### src/rtl/rgb2ycbcr_pkg.sv
// Shared types and per-mode coefficient tables for the RGB-to-YCbCr converter.
// Coefficients are scaled by 256; offsets already carry the +128 rounding term.
package rgb2ycbcr_pkg;

    typedef enum logic [1:0] {
        MODE_601F = 2'd0,
        MODE_601S = 2'd1,
        MODE_709F = 2'd2,
        MODE_BYP  = 2'd3
    } mode_t;

    localparam int ACC_W = 19;

    typedef logic signed [ACC_W-1:0] acc_t;

    // [mode][lane Y/Cb/Cr][channel R/G/B]; bypass carries zeros, its data is routed around
    localparam acc_t COEF [4][3][3] = '{
        '{ '{ 19'sd77,   19'sd150,  19'sd29  },
           '{-19'sd43,  -19'sd85,   19'sd128 },
           '{ 19'sd128, -19'sd107, -19'sd21  } },
        '{ '{ 19'sd66,   19'sd129,  19'sd25  },
           '{-19'sd38,  -19'sd74,   19'sd112 },
           '{ 19'sd112, -19'sd94,  -19'sd18  } },
        '{ '{ 19'sd54,   19'sd183,  19'sd19  },
           '{-19'sd29,  -19'sd99,   19'sd128 },
           '{ 19'sd128, -19'sd116, -19'sd12  } },
        '{ '{ 19'sd0,    19'sd0,    19'sd0   },
           '{ 19'sd0,    19'sd0,    19'sd0   },
           '{ 19'sd0,    19'sd0,    19'sd0   } }
    };

    localparam acc_t OFFS [4][3] = '{
        '{ 19'sd128,  19'sd32896, 19'sd32896 },
        '{ 19'sd4224, 19'sd32896, 19'sd32896 },
        '{ 19'sd128,  19'sd32896, 19'sd32896 },
        '{ 19'sd0,    19'sd0,     19'sd0     }
    };

    function automatic acc_t widen(input logic [7:0] v);
        return acc_t'({11'b0, v});
    endfunction

endpackage

### src/rtl/rgb2ycbcr_cfg_csc_lane.sv
// One output channel: sums three registered products plus offset (S2), then
// scales down by 256 and saturates to 0..255 (S3). Bypass data rides alongside.
module csc_lane
    import rgb2ycbcr_pkg::*;
(
    input  logic       clk,
    input  logic       rst_n,
    input  acc_t       p0,
    input  acc_t       p1,
    input  acc_t       p2,
    input  acc_t       off,
    input  logic       byp,
    input  logic [7:0] byp_val,
    output logic [7:0] pix
);

    acc_t       sum_q;
    acc_t       sh;
    logic       byp_q;
    logic [7:0] val_q;

    always_ff @(posedge clk or negedge rst_n) begin
        if (!rst_n) begin
            sum_q <= '0;
            byp_q <= 1'b0;
            val_q <= '0;
        end else begin
            sum_q <= p0 + p1 + p2 + off;
            byp_q <= byp;
            val_q <= byp_val;
        end
    end

    assign sh = sum_q >>> 8;

    always_ff @(posedge clk or negedge rst_n) begin
        if (!rst_n) begin
            pix <= '0;
        end else if (byp_q) begin
            pix <= val_q;
        end else if (sh[ACC_W-1]) begin
            pix <= 8'd0;
        end else if (sh > 19'sd255) begin
            pix <= 8'd255;
        end else begin
            pix <= sh[7:0];
        end
    end

endmodule

### src/rtl/rgb2ycbcr_cfg.sv
// Run-time-selectable RGB-to-YCbCr converter, 3-cycle fixed latency.
// The mode is latched only on a vsync rising edge so changes land on frame boundaries.
module rgb2ycbcr_cfg
    import rgb2ycbcr_pkg::*;
#(
    parameter int         R_W      = 5,
    parameter int         G_W      = 6,
    parameter int         B_W      = 5,
    parameter logic [1:0] DEF_MODE = 2'd0
) (
    input  logic           clk,
    input  logic           rst_n,
    input  logic [1:0]     cfg_mode,
    input  logic           pre_frame_vsync,
    input  logic           pre_frame_hsync,
    input  logic           pre_frame_de,
    input  logic [R_W-1:0] img_red,
    input  logic [G_W-1:0] img_green,
    input  logic [B_W-1:0] img_blue,
    output logic           post_frame_vsync,
    output logic           post_frame_hsync,
    output logic           post_frame_de,
    output logic [7:0]     img_y,
    output logic [7:0]     img_cb,
    output logic [7:0]     img_cr,
    output logic [1:0]     active_mode
);

    logic [7:0] px [3];

    generate
        if (R_W == 8) begin : g_r_full
            assign px[0] = img_red;
        end else begin : g_r_exp
            assign px[0] = {img_red, img_red[R_W-1 -: 8-R_W]};
        end
        if (G_W == 8) begin : g_g_full
            assign px[1] = img_green;
        end else begin : g_g_exp
            assign px[1] = {img_green, img_green[G_W-1 -: 8-G_W]};
        end
        if (B_W == 8) begin : g_b_full
            assign px[2] = img_blue;
        end else begin : g_b_exp
            assign px[2] = {img_blue, img_blue[B_W-1 -: 8-B_W]};
        end
    endgenerate

    logic  vs_q;
    logic  vs_rise;
    mode_t active_q;
    mode_t mode_eff;

    assign vs_rise = pre_frame_vsync & ~vs_q;

    // The pixel arriving with the vsync edge already uses the new mode.
    always_comb begin
        mode_eff = active_q;
        if (vs_rise) mode_eff = mode_t'(cfg_mode);
    end

    always_ff @(posedge clk or negedge rst_n) begin
        if (!rst_n) begin
            vs_q     <= 1'b0;
            active_q <= mode_t'(DEF_MODE);
        end else begin
            vs_q     <= pre_frame_vsync;
            active_q <= mode_eff;
        end
    end

    assign active_mode = active_q;

    acc_t       prod   [3][3];
    acc_t       off_s1 [3];
    logic       byp_s1;
    logic [7:0] px_s1  [3];

    always_ff @(posedge clk or negedge rst_n) begin
        if (!rst_n) begin
            byp_s1 <= 1'b0;
            for (int l = 0; l < 3; l++) begin
                off_s1[l] <= '0;
                px_s1[l]  <= '0;
                for (int c = 0; c < 3; c++) prod[l][c] <= '0;
            end
        end else begin
            byp_s1 <= (mode_eff == MODE_BYP);
            for (int l = 0; l < 3; l++) begin
                off_s1[l] <= OFFS[mode_eff][l];
                px_s1[l]  <= px[l];
                for (int c = 0; c < 3; c++) prod[l][c] <= COEF[mode_eff][l][c] * widen(px[c]);
            end
        end
    end

    logic [7:0] pix [3];

    generate
        for (genvar l = 0; l < 3; l++) begin : g_lane
            csc_lane u_lane (
                .clk     (clk),
                .rst_n   (rst_n),
                .p0      (prod[l][0]),
                .p1      (prod[l][1]),
                .p2      (prod[l][2]),
                .off     (off_s1[l]),
                .byp     (byp_s1),
                .byp_val (px_s1[l]),
                .pix     (pix[l])
            );
        end
    endgenerate

    logic [2:0] vs_d;
    logic [2:0] hs_d;
    logic [2:0] de_d;

    always_ff @(posedge clk or negedge rst_n) begin
        if (!rst_n) begin
            vs_d <= '0;
            hs_d <= '0;
            de_d <= '0;
        end else begin
            vs_d <= {vs_d[1:0], pre_frame_vsync};
            hs_d <= {hs_d[1:0], pre_frame_hsync};
            de_d <= {de_d[1:0], pre_frame_de};
        end
    end

    assign post_frame_vsync = vs_d[2];
    assign post_frame_hsync = hs_d[2];
    assign post_frame_de    = de_d[2];

    assign img_y  = de_d[2] ? pix[0] : 8'd0;
    assign img_cb = de_d[2] ? pix[1] : 8'd0;
    assign img_cr = de_d[2] ? pix[2] : 8'd0;

endmodule

### config.mk
export PLATFORM = sky130hd
export DESIGN_NAME = rgb2ycbcr_cfg
export DESIGN_NICKNAME = d
export VERILOG_FILES = /design/src/rtl/rgb2ycbcr_pkg.sv /design/src/rtl/rgb2ycbcr_cfg_csc_lane.sv /design/src/rtl/rgb2ycbcr_cfg.sv
export SDC_FILE = /design/constraint.sdc
export NUM_CORES = 1
export LEC_CHECK = 0
export ABC_AREA = 1
export BUFFER_PORTS_ARGS = -buffer_cell sky130_fd_sc_hd__buf_2
export CORE_UTILIZATION = 40
export CTS_CLUSTER_DIAMETER = 120
export DETAILED_ROUTE_END_ITERATION = 8
export GPL_ROUTABILITY_DRIVEN = 0
export PLACE_DENSITY = 0.62
export SLEW_MARGIN = 30
export SYNTH_ARGS = -nofsm -noshare
export SYNTH_HDL_FRONTEND = slang
export SYNTH_SLANG_ARGS = --single-unit
### constraint.sdc
create_clock -name clk -period 5.5 [get_ports clk]
set_input_delay 0 -clock clk [delete_from_list [all_inputs] [get_ports clk]]
set_output_delay 0 -clock clk [all_outputs]
set_load 0.005 [all_outputs]
=== Yosys cells after proc, flatten, opt, wreduce, memory -nomap -nowiden ===
Cells that the tools add are included.

* Bits in registers: 371
* Latch bits: 0
* Memory bits (writable): 0
* Bits in read-only memories: 0
* Bits of input ports: 23
* Output and inout port bits: 29
* Word-level logic and storage cells: 76
* Memories kept: 0

* $add $sub $neg: 9
* $mul: 9
* Divide/modulo/power cells: 0
* Order comparisons: 4
* Eq/ne operators: 1
* Shift operators: 0
* Muxes and demuxes: 19
* Bitwise gates (word level): 3
* Reduce and logical (&&, ||, !) cells: 0

{| class="wikitable"
|+ Operators by type and width
! operator !! number
|-
| $bmux W171 S2 || 1
|-
| $mux W171 || 2
|-
| $add A19 B19 Y19 || 9
|-
| $mul A19 B9 Y19 || 9
|-
| $bmux W57 S2 || 1
|-
| $mux W57 || 2
|-
| $mux W8 || 12
|-
| $gt A11 B9 Y1 const B || 3
|-
| $ge A3 B3 Y1 const B || 1
|-
| $not A2 Y3 || 1
|-
| $eq A2 B2 Y1 const B || 1
|-
| $mux W2 || 1
|-
| $and A1 B1 Y1 || 1
|-
| $not A1 Y1 || 1
|}

=== Logic depth before layout (Yosys ltp) ===
Gate-level depths: netlist of the first run.

* Depth after elaboration: 8
* Gate-level depth with buffers: 31

=== By module ===
From an unflattened synthesis of the first run, not the netlist that was laid out.

* Cell total of the unflattened synthesis: 3733
* Area total of the unflattened synthesis: 29963.7 um^2

{| class="wikitable"
|+ Modules (own cells, without submodules)
! module !! instances !! cells an instance !! area an instance (um^2) !! sequential area each (um^2)
|-
| rgb2ycbcr_cfg || 1 || 2650 || 21563.2 || 4579.4
|-
| csc_lane || 3 || 361 || 2800.2 || 700.7
|}

=== Worst setup path after synthesis of the first run ===
OpenSTA, ideal clock, no wires.

* Kind: register to register
* From: reg vs_d[0] (netlist name)
* To: reg prod[16] (netlist name)
* Library setup time: 0.079 ns
* Arrival time: 5.389 ns
* Setup slack: 0.032 ns
* Cell stages (with the launch flop): 24
* Buffers on the path: 3
* Path through: dfrtp_1 > inv_2 > nand2_2 > nand2_1 > o21ai_2 > buf_6 > buf_4 > ha_1 > buf_2 > nor2_1 > inv_1 > ha_1 > ha_1 > inv_1 > fa_1 > inv_1 > fa_1 > fa_1 > ha_1 > inv_1 > nor3_1 > nand4_1 > nand3_1 > xor2_1

==> results.toml, run 1 <==
[status]
status = "finished, final reports clean"

[finish]
drive_gt1_share_pct = 6.60
fill_cells = 6466
syn2layout_area_growth_pct = 10.6
nets = 3914
layout.cells.non_filler = 4063

[timing]
skew_ns = 0.0431
hold_viol_final = 0
tns_ns = 0
slew_headroom_pct = 38.3
rsz0062_at_grt = "false"
period_minus_slack_ns = 5.25
setup_violations = 0
max_freq_mhz = 191
finalCritPeriodShare_pct = 95.4
worst_pin_slew_ns = 0.926
setup_ws_ns = 0.251
drv_slew = 0

[synthesis]
ys_seq_area_share_pct = 23.8
synth.avg_cell_area_um2 = 8.85
synthArstFlopShare_pct = 100
synth-edff-count = 0
synth_top_area_cell = "dfrtp_1"
yosys_warnings = 0
synth_seq_cells = 257
synth_fp_nets = 3795
netlist_instances = 3054
yosysMostFrequentCell = "inv_1"
synth_commonest_cells = "inv_1, nand2_1, ha_1"
synth_top_cells_by_area = "dfrtp_1, fa_1, ha_1"
synth_flop_cell = "dfrtp_1"
synth.distinct_cells = 41
syn-cell-area_um2 = 27000
yosys.area.top_type_share_pct = 23.8

[grt]
grt_use_total_pct = 20.3
grt_pass1_vias = 19857
grt_max_degree = 150
antenna_found_initial = 0
grt_overflow_total = 0
grt_pass1_wl_um = 107000

[die]
initial_core_util_pct = 40.8
fp.dieH_um = 262
die_w_um = 262
io_pins = 52
die_area_um2 = 68600
core_um2 = 66300
num_rows = 94

[placed_design]
io_buffer_count = 51
dpl.cell_count = 3981
place_ws_ns = 0.279
dp_hpwl_um = 57200

[detailed_routing]
drc = 0
ant_nets = 0
first_pass_iters = 5
wl_per_cell_um = 16.5
wirelength_um = 67100
detail_route.vias_per_cell = 4.80
drtIter0Drc = 1451
vias = 19484

[critical_path]
end_kind = "flop"
cp.arrival_ns = 5.72
worstSetupPathType = "flop to flop"
start_kind = "flop"
critPathRequiredTime_ns = 5.97
crit_fanout = 15

[run]
maxCapViolCount = 0

[clocking]
cts_tree = "done"
clockBufferDepth = 3
htreeDepth = 1
path_clk_slew_ns = 0.07
cts_setup_buffers = 0
cts_made_buffers = 31
clock_latency_ns = 0.61
cts_root_buf = "clkbuf_16"
clkSinkCount = 257

[min_path]
hp-class = "primary input to async pin"
layout by cell type (no fill, tap or decap), types with 5 or more instances in the layout:
master,instances
dfrtp_1,257
nand4_1,17
a31oi_1,8
inv_2,14
or2_2,13
clkinv_2,6
nand2_2,11
ha_1,432
xor2_1,102
xnor2_1,30
a21oi_1,139
nand3_1,107
inv_1,743
o21bai_1,30
nor2_1,134
a21o_1,27
nand2_1,519
buf_2,50
o21ai_0,88
nor3_1,20
dlygate4sd3_1,22
clkinvlp_4,6
o21ai_1,9
nor2_4,6
fa_1,283
nor2_2,10
clkbuf_16,31
buf_4,31
o211ai_1,5
sequential cells by signal (all words and copies together) (netlist names):
name                 count
g_lane.u_lane.sum_q     33
vs_d                     3
g_lane.u_lane.val_q     16
byp_s1                   1
de_d                     3
px_s1                   16
hs_d                     3
g_lane.u_lane.pix       24
off_s1                   2
active_mode              2
g_lane.u_lane.byp_q      1
prod                   153
through the flow:
step | utilization (%) | hold slack [ns] | instance area, um^2
final | 45.1 | 0.00597 | 29900
after CTS | 45.0 | 0.00515 | 29900
after global routing | 45.1 | 0.0276 | 29900
after global placement | 43.1 | 0.106 | 28600
after floorplan | - | -0.296 | 27000
after detailed placement | 43.1 | 0.106 | 28600
path summary, 6_finish.rpt:
path                       cells past startpoint                 endpoint         start  slack, ns
min in group clk                               2                  de_d[0]  pre_frame_de       0.03
max in group asynchronous                      4                 prod[93]         rst_n       4.21
max                                           19                 prod[84]       vs_d[0]       0.25
max reg2reg                                   19                 prod[84]       vs_d[0]       0.25
min reg2reg                                    0                  hs_d[1]       hs_d[0]       0.35
min                                            2  g_lane[2].u_lane.pix[7]         rst_n      0.006
logic make-up after synthesis:
group | after synthesis | share of synthesized area (%)
simple gates | 847 | 13.2
xor+xnor | 133 | 4.31
fa+ha+maj | 718 | 41.1
flops | 257 | 23.8
buf+inv | 781 | 11.0
compound gates | 318 | 6.66
layer usage:
layer | up-vias | track usage (%) | share of wire (%)
li1 | 9642 | - | -
met1 | 9314 | 28.2 | 46
met3 | 94 | 2.96 | 5.3
met4 | 0 | 7.10 | 3.6
met5 | - | 0 | 0
met2 | 434 | 32.4 | 45
area by class of cell:
cell class	count	area [um^2]	share of cell area, %
diodes	1	2.50	0.00836
clock buffers	36	835	2.79
clock inverters	22	250	0.836
inverters	759	2850	9.54
multi-input cells	2016	17700	59.1
flip-flops and latches	257	6430	21.5
well taps	864	1080	3.61
repair buffers	108	797	2.66
repair_timing:
| action | 4_1_cts | 5_1_grt |
|---|---|---|
| hold buffers | 22 | 0 |
| setup endpoints to repair | 0 | 10 |
| gates resized for setup | 0 | 8 |
| hold endpoints to repair | 137 | 0 |
critical path: stages (launching register included):
cell and delay, ns:
dfrtp_1 0.39, inv_2 0.06, nand2_2 0.08, o21ai_2 0.28, inv_4 0.10, ha_1 0.34
buf_4 0.28, nand2_1 0.10, inv_1 0.26, fa_1 0.46, ha_1 0.29, ha_1 0.34
inv_1 0.07, fa_1 0.48, inv_1 0.04, ha_1 0.30, fa_1 0.62, nand3_1 0.14
nand2_1 0.11, xor2_1 0.39
Power of run 1 is not shown: default switching activity piles up to over one toggle a cycle in this logic, so the estimate is an artifact.
==> run 2: changes to the inputs <==
--- a/config.mk
+++ b/config.mk
@@ -7,6 +7,7 @@
 export LEC_CHECK = 0
 export ABC_AREA = 1
 export BUFFER_PORTS_ARGS = -buffer_cell sky130_fd_sc_hd__buf_2
+export CORE_MARGIN = 2
 export CORE_UTILIZATION = 40
 export CTS_CLUSTER_DIAMETER = 120
 export DETAILED_ROUTE_END_ITERATION = 8
==> run 2 against run 1 <==
  * The flow now finishes with violations (hold timing)
  * Flip-flop and latch count unchanged
  * Worst hold slack got worse by 0.019 ns
  * Global-route usage decreased by 0.77 points
  * Final cell count increased by 0.20%
  * Critical endpoint is now prod[94]
  * Sequential share of layout area hardly changed
  * Maximum frequency rose by 1.3%
  * Critical path depth increased by 3
  * Via count shrank 0.34%
==> results.toml, run 2 (synthesis gave the netlist of run 1 again) <==
[status]
status = "finished, violations left"
violations = "hold timing"

[placed_design]
io_buffer_count = 51
dp_hpwl_um = 56600

[grt]
grt_overflow_total = 0
busiest_layer = "met2"
grt_pass1_wl_um = 107000
grt_max_degree = 167
grt_util_met3_pct = 2.77
grt_use_total_pct = 19.6
gr-usage-met2_pct = 31.6
grtUsageMet1_pct = 26.9
antenna_found_initial = 1
grt_pass1_vias = 19843

[detailed_routing]
wirelength_um = 66000
vias = 19418
drtIter0Drc = 1280
first_pass_iters = 6
ant_nets = 0
drc = 0
detail_route.vias_per_cell = 4.77
wl_per_cell_um = 16.2

[finish]
syn2layout_area_growth_pct = 10.6
diodes = 0
seq_area_um2 = 6430
reg_top3 = "prod: 153 flops, g_lane.u_lane.sum_q: 33 flops, g_lane.u_lane.pix: 24 flops"
multi_input_area_um2 = 17700
drive_gt1_share_pct = 6.63
fill_cells = 6582
nets = 3917
final_common_cell = "inv_1"
final_cell_mix = "inv_1, nand2_1, ha_1"
largest_reg_flops = 153
top_register = "prod"

[critical_path]
start_kind = "flop"
r2r_start = "vs_d[0]"
rr_worst_depth = 22
r2r_slack_ns = 0.32
worstSetupPathType = "flop to flop"
cp.arrival_ns = 5.66
end_kind = "flop"
crit_fanout = 7
critPathRequiredTime_ns = 5.98
r2r_end = "prod[94]"

[clocking]
cts_setup_buffers = 0
cts_tree = "done"
cts_root_buf = "clkbuf_16"
cts_made_buffers = 29
clkSinkCount = 257
htreeDepth = 1
clock_latency_ns = 0.61
path_clk_slew_ns = 0.07
clockBufferDepth = 3

[timing]
setup_violations = 0
drv_slew = 0
hold_viol_final = 5
slew_headroom_pct = 42.2
max_freq_mhz = 193
worst_pin_slew_ns = 0.867
finalCritPeriodShare_pct = 94.2
period_minus_slack_ns = 5.18
skew_ns = 0.0356
whs_ns = -0.0126

[die]
core_um2 = 67000
die_w_um = 264
num_rows = 95
initial_core_util_pct = 40.3
io_pins = 52
die_area_um2 = 69700
fp.dieH_um = 264

[run]
maxCapViolCount = 0

[min_path]
hp-class = "primary input to async pin"
[run 2: changes by cell type in the layout (fill, tap and decap cells not counted), moves of 3 or more]
cell / before / now
clkinvlp_4: 6 / 2
buf_4: 31 / 38
inv_6: 2 / 5
clkinv_2: 6 / 3
[run 2: metrics by stage]
step / setup TNS [ns] / cells / instance area, um^2 / worst slack, ns / utilization (%)
after floorplan: 0 / 3054 / 27000 / 0.0321 / -
after global placement: 0 / 3995 / 28600 / 0.155 / 42.7
after detailed placement: 0 / 3995 / 28600 / 0.0287 / 42.7
after CTS: 0 / 4070 / 29800 / 0.160 / 44.5
after global routing: -0.0607 / 4071 / 29900 / -0.0380 / 44.6
final: 0 / 4071 / 29900 / 0.319 / 44.6
[run 2: worst max path at each step]
| stage | to | slack, ns | start |
|---|---|---|---|
| after floorplan | prod[16] | 0.03 | vs_d[0] |
| after global placement | prod[108] | 0.15 | vs_d[0] |
| after detailed placement | prod[108] | 0.03 | vs_d[0] |
| after CTS | prod[108] | 0.16 | vs_d[0] |
| after global routing | prod[108] | -0.04 | vs_d[0] |
| final | prod[94] | 0.32 | vs_d[0] |
[run 2: layout make-up]
type / instances / area share [%]
Timing Repair Buffer: 113 / 2.74
Sequential cell: 257 / 21.5
Tap cell: 873 / 3.65
Clock inverter: 18 / 0.741
Multi-Input combinational cell: 2016 / 59.2
Clock buffer: 35 / 2.67
Inverter: 759 / 9.54
[run 2: per-layer routing]
| metal | up-vias | part of all wire [%] |
|---|---|---|
| li1 | 9631 | - |
| met1 | 9203 | 46 |
| met2 | 473 | 45 |
| met3 | 109 | 5.3 |
| met4 | 2 | 3.6 |
| met5 | - | 0.020 |
[run 2: what timing repair did]
action                                  CTS  global route
gates resized for setup                   1             9
hold buffers                             22             0
endpoints found under the setup margin    2            15
endpoints found under the hold margin   122             0
[run 2: critical path, stage by stage, from the launching register on]
cell and delay (ns):
dfrtp_1 0.39, inv_2 0.06, nand2_2 0.09, o21ai_4 0.23, inv_4 0.11, ha_2 0.43, nand2_1 0.25, inv_1 0.34
fa_1 0.47, ha_1 0.29, ha_1 0.32, inv_1 0.06, fa_1 0.47, inv_1 0.04, ha_1 0.29, fa_1 0.51
buf_4 0.18, nand2_1 0.06, o211ai_1 0.16, nand3_1 0.15, nand2_1 0.06, nand2_1 0.05, nand2_1 0.05
Power of run 2 is left out for the same reason.
==> run 3: changes to the inputs <==
--- a/config.mk
+++ b/config.mk
@@ -16,4 +16,5 @@
 export SLEW_MARGIN = 30
 export SYNTH_ARGS = -nofsm -noshare
 export SYNTH_HDL_FRONTEND = slang
+export SYNTH_HIERARCHICAL = 1
 export SYNTH_SLANG_ARGS = --single-unit
==> run 3 against run 2 <==
  * The flow now finishes without violations
  * Core utilization shrank 0.086 points
  * Critical path depth is the same
  * Clock-buffer cell count grew 3
  * Clock skew grew 0.012 ns
  * Final area grew 11%
  * Setup slack lost 0.13 ns
  * Global-route usage shrank 0.72 points
  * Critical path type unchanged
  * Largest cell class unchanged
==> results.toml, run 3 <==
[timing]
slew_headroom_pct = 42.8
worst_pin_slew_ns = 0.858
drv_slew = 0
hold_viol_final = 0
skew_ns = 0.0474
setup_violations = 0
period_minus_slack_ns = 5.31
max_freq_mhz = 188
finalCritPeriodShare_pct = 96.5

[detailed_routing]
detail_route.vias_per_cell = 4.52
wl_per_cell_um = 14.3
drc = 0
ant_nets = 0
vias = 22168
wirelength_um = 70100
drtIter0Drc = 1121
first_pass_iters = 8

[synthesis]
synthArstFlopShare_pct = 100
synth_seq_cells = 267
yosys.area.top_type_share_pct = 22.7
netlist_instances = 3733
synth_top_cells_by_area = "fa_1, dfrtp_1, ha_1"
synth.avg_cell_area_um2 = 8.03
ys_seq_area_share_pct = 22.3
synth-edff-count = 0
synth_commonest_cells = "inv_1, nand2_1, ha_1"
yosysMostFrequentCell = "inv_1"
synth.distinct_cells = 40
synth_flop_cell = "dfrtp_1"
synth_top_area_cell = "fa_1"
yosys_warnings = 6
syn-cell-area_um2 = 30000

[finish]
finish.utilization_pct = 44.5
reg_top3 = "prod: 153 flops, g_lane.u_lane/sum_q: 33 flops"
final_cell_mix = "inv_1, nand2_1, ha_1"
largest_reg_flops = 153
drive_gt1_share_pct = 4.55
top_register = "prod"
fill_cells = 7420
nets = 4651
multi_input_area_um2 = 19100
final_common_cell = "inv_1"
seq_area_um2 = 6680
syn2layout_area_growth_pct = 10.4

[critical_path]
worst_path_most_repeated_cell = "ha_1"
crit_fanout = 9
end_kind = "flop"
crit_slowest_cell = "ha_1"
max_stage_delay_ns = 0.45
path_delay_family = "adder cells"
start_kind = "flop"
worst-path-buf-inv = 5
cp.arrival_ns = 5.80
worstSetupPathType = "flop to flop"
cp_cell_sequence = "inv_1, nand2_1, nand2_1, nand2_4, inv_1, ha_1, nand2_1, ha_1, ha_1, or2_2, ha_1, ha_1, inv_1, fa_1, inv_1, ha_1, inv_1, fa_1, o21ai_0, nand2_1, nand2_1, xor2_1"
critPathRequiredTime_ns = 5.99

[die]
initial_core_util_pct = 40.3
fp.dieH_um = 278
num_rows = 100
die_area_um2 = 77100
io_pins = 52
core_um2 = 74300
die_w_um = 278

[clocking]
cts_root_buf = "clkbuf_16"
htreeDepth = 1
path_clk_slew_ns = 0.07
cts_setup_buffers = 0
clkSinkCount = 267
cts_tree = "done"
clock_latency_ns = 0.61
clockBufferDepth = 3
cts_made_buffers = 31

[placed_design]
dp_hpwl_um = 59800
io_buffer_count = 51

[grt]
grt_overflow_total = 0
grt_max_degree = 151
grt_pass1_vias = 22883
grt_use_total_pct = 18.8
grt_pass1_wl_um = 116000
antenna_found_initial = 7

[min_path]
hp-class = "primary input to async pin"

[run]
maxCapViolCount = 0

[status]
status = "finished, final reports clean"
## run 3: cell types whose count changed after synthesis, moves of 11 or more
cell     delta
nand3_1    +14
o21ai_0    -24
inv_2      -13
fa_1       +55
a21o_1     -14
nor2_1     +60
nand2_1   +288
a21oi_1    -36
xor2_1     -31
ha_1       -53
xnor2_1    +11
inv_1     +419
## run 3: kinds of logic after synthesis
kind of cell	share of synthesized area [%]
xor gates and xnor gates	3.30
and+or+nand+nor	16.6
DFF	22.3
adders and majority gates	38.6
AOI/OAI and AO/OA	4.16
buffers and inverters	15.0
other	0.0125
## run 3: cell type report
class | count | area share (%)
Inverter | 1163 | 13.2
Multi-Input combinational cell | 2348 | 57.7
Clock buffer | 38 | 2.57
Antenna cell | 1 | 0.00756
Sequential cell | 267 | 20.2
Timing Repair Buffer | 97 | 2.09
Clock inverter | 19 | 0.579
Tap cell | 969 | 3.66
## run 3: metrics by stage
| step | setup TNS, ns | hold WS, ns | cells | setup WS (ns) | instance area (um^2) |
|---|---|---|---|---|---|
| 2_1_floorplan | 0 | -0.296 | 3804 | 0.378 | 30200 |
| 3_3_place_gp | 0 | -0.0551 | 4823 | 0.222 | 31800 |
| 3_5_place_dp | 0 | -0.0523 | 4823 | 0.158 | 31800 |
| 4_1_cts | 0 | 0.00618 | 4901 | 0.121 | 33100 |
| 5_1_grt | -0.00290 | 0.0405 | 4901 | -0.00245 | 33100 |
| 6_report | 0 | 0.0183 | 4902 | 0.192 | 33100 |
## run 3: path summary, 6_finish.rpt
path / depth (start not counted) / to / slack [ns] / from
max: 22 / prod[52] / 0.19 / vs_d[0]
max reg2reg: 22 / prod[52] / 0.19 / vs_d[0]
max in group asynchronous: 3 / active_mode[0] / 4.66 / rst_n
min: 3 / de_d[2] / 0.02 / rst_n
min in group clk: 2 / hs_d[0] / 0.04 / pre_frame_hsync
min reg2reg: 0 / g_lane[2].u_lane/val_q[3] / 0.35 / px_s1[3]
## run 3: repair_timing
| action | in CTS | in global routing |
|---|---|---|
| gates resized for setup | 0 | 8 |
| endpoints found under the hold margin | 229 | 0 |
| setup endpoints to repair | 0 | 33 |
| hold buffers | 21 | 0 |
## run 3: worst min-delay path: stages
cell and delay [ns]:
dlygate4sd3_1 0.56, buf_8 0.16, buf_16 0.24
## run 3: layer usage
| metal | GRT usage (%) | vias up | part of all wire (%) |
|---|---|---|---|
| li1 | - | 11205 | - |
| met1 | 24.9 | 10365 | 45 |
| met2 | 31.4 | 479 | 45 |
| met3 | 3.06 | 115 | 6.0 |
| met4 | 6.38 | 4 | 3.6 |
| met5 | 0 | - | 0.033 |
Power of run 3 is left out for the same reason.
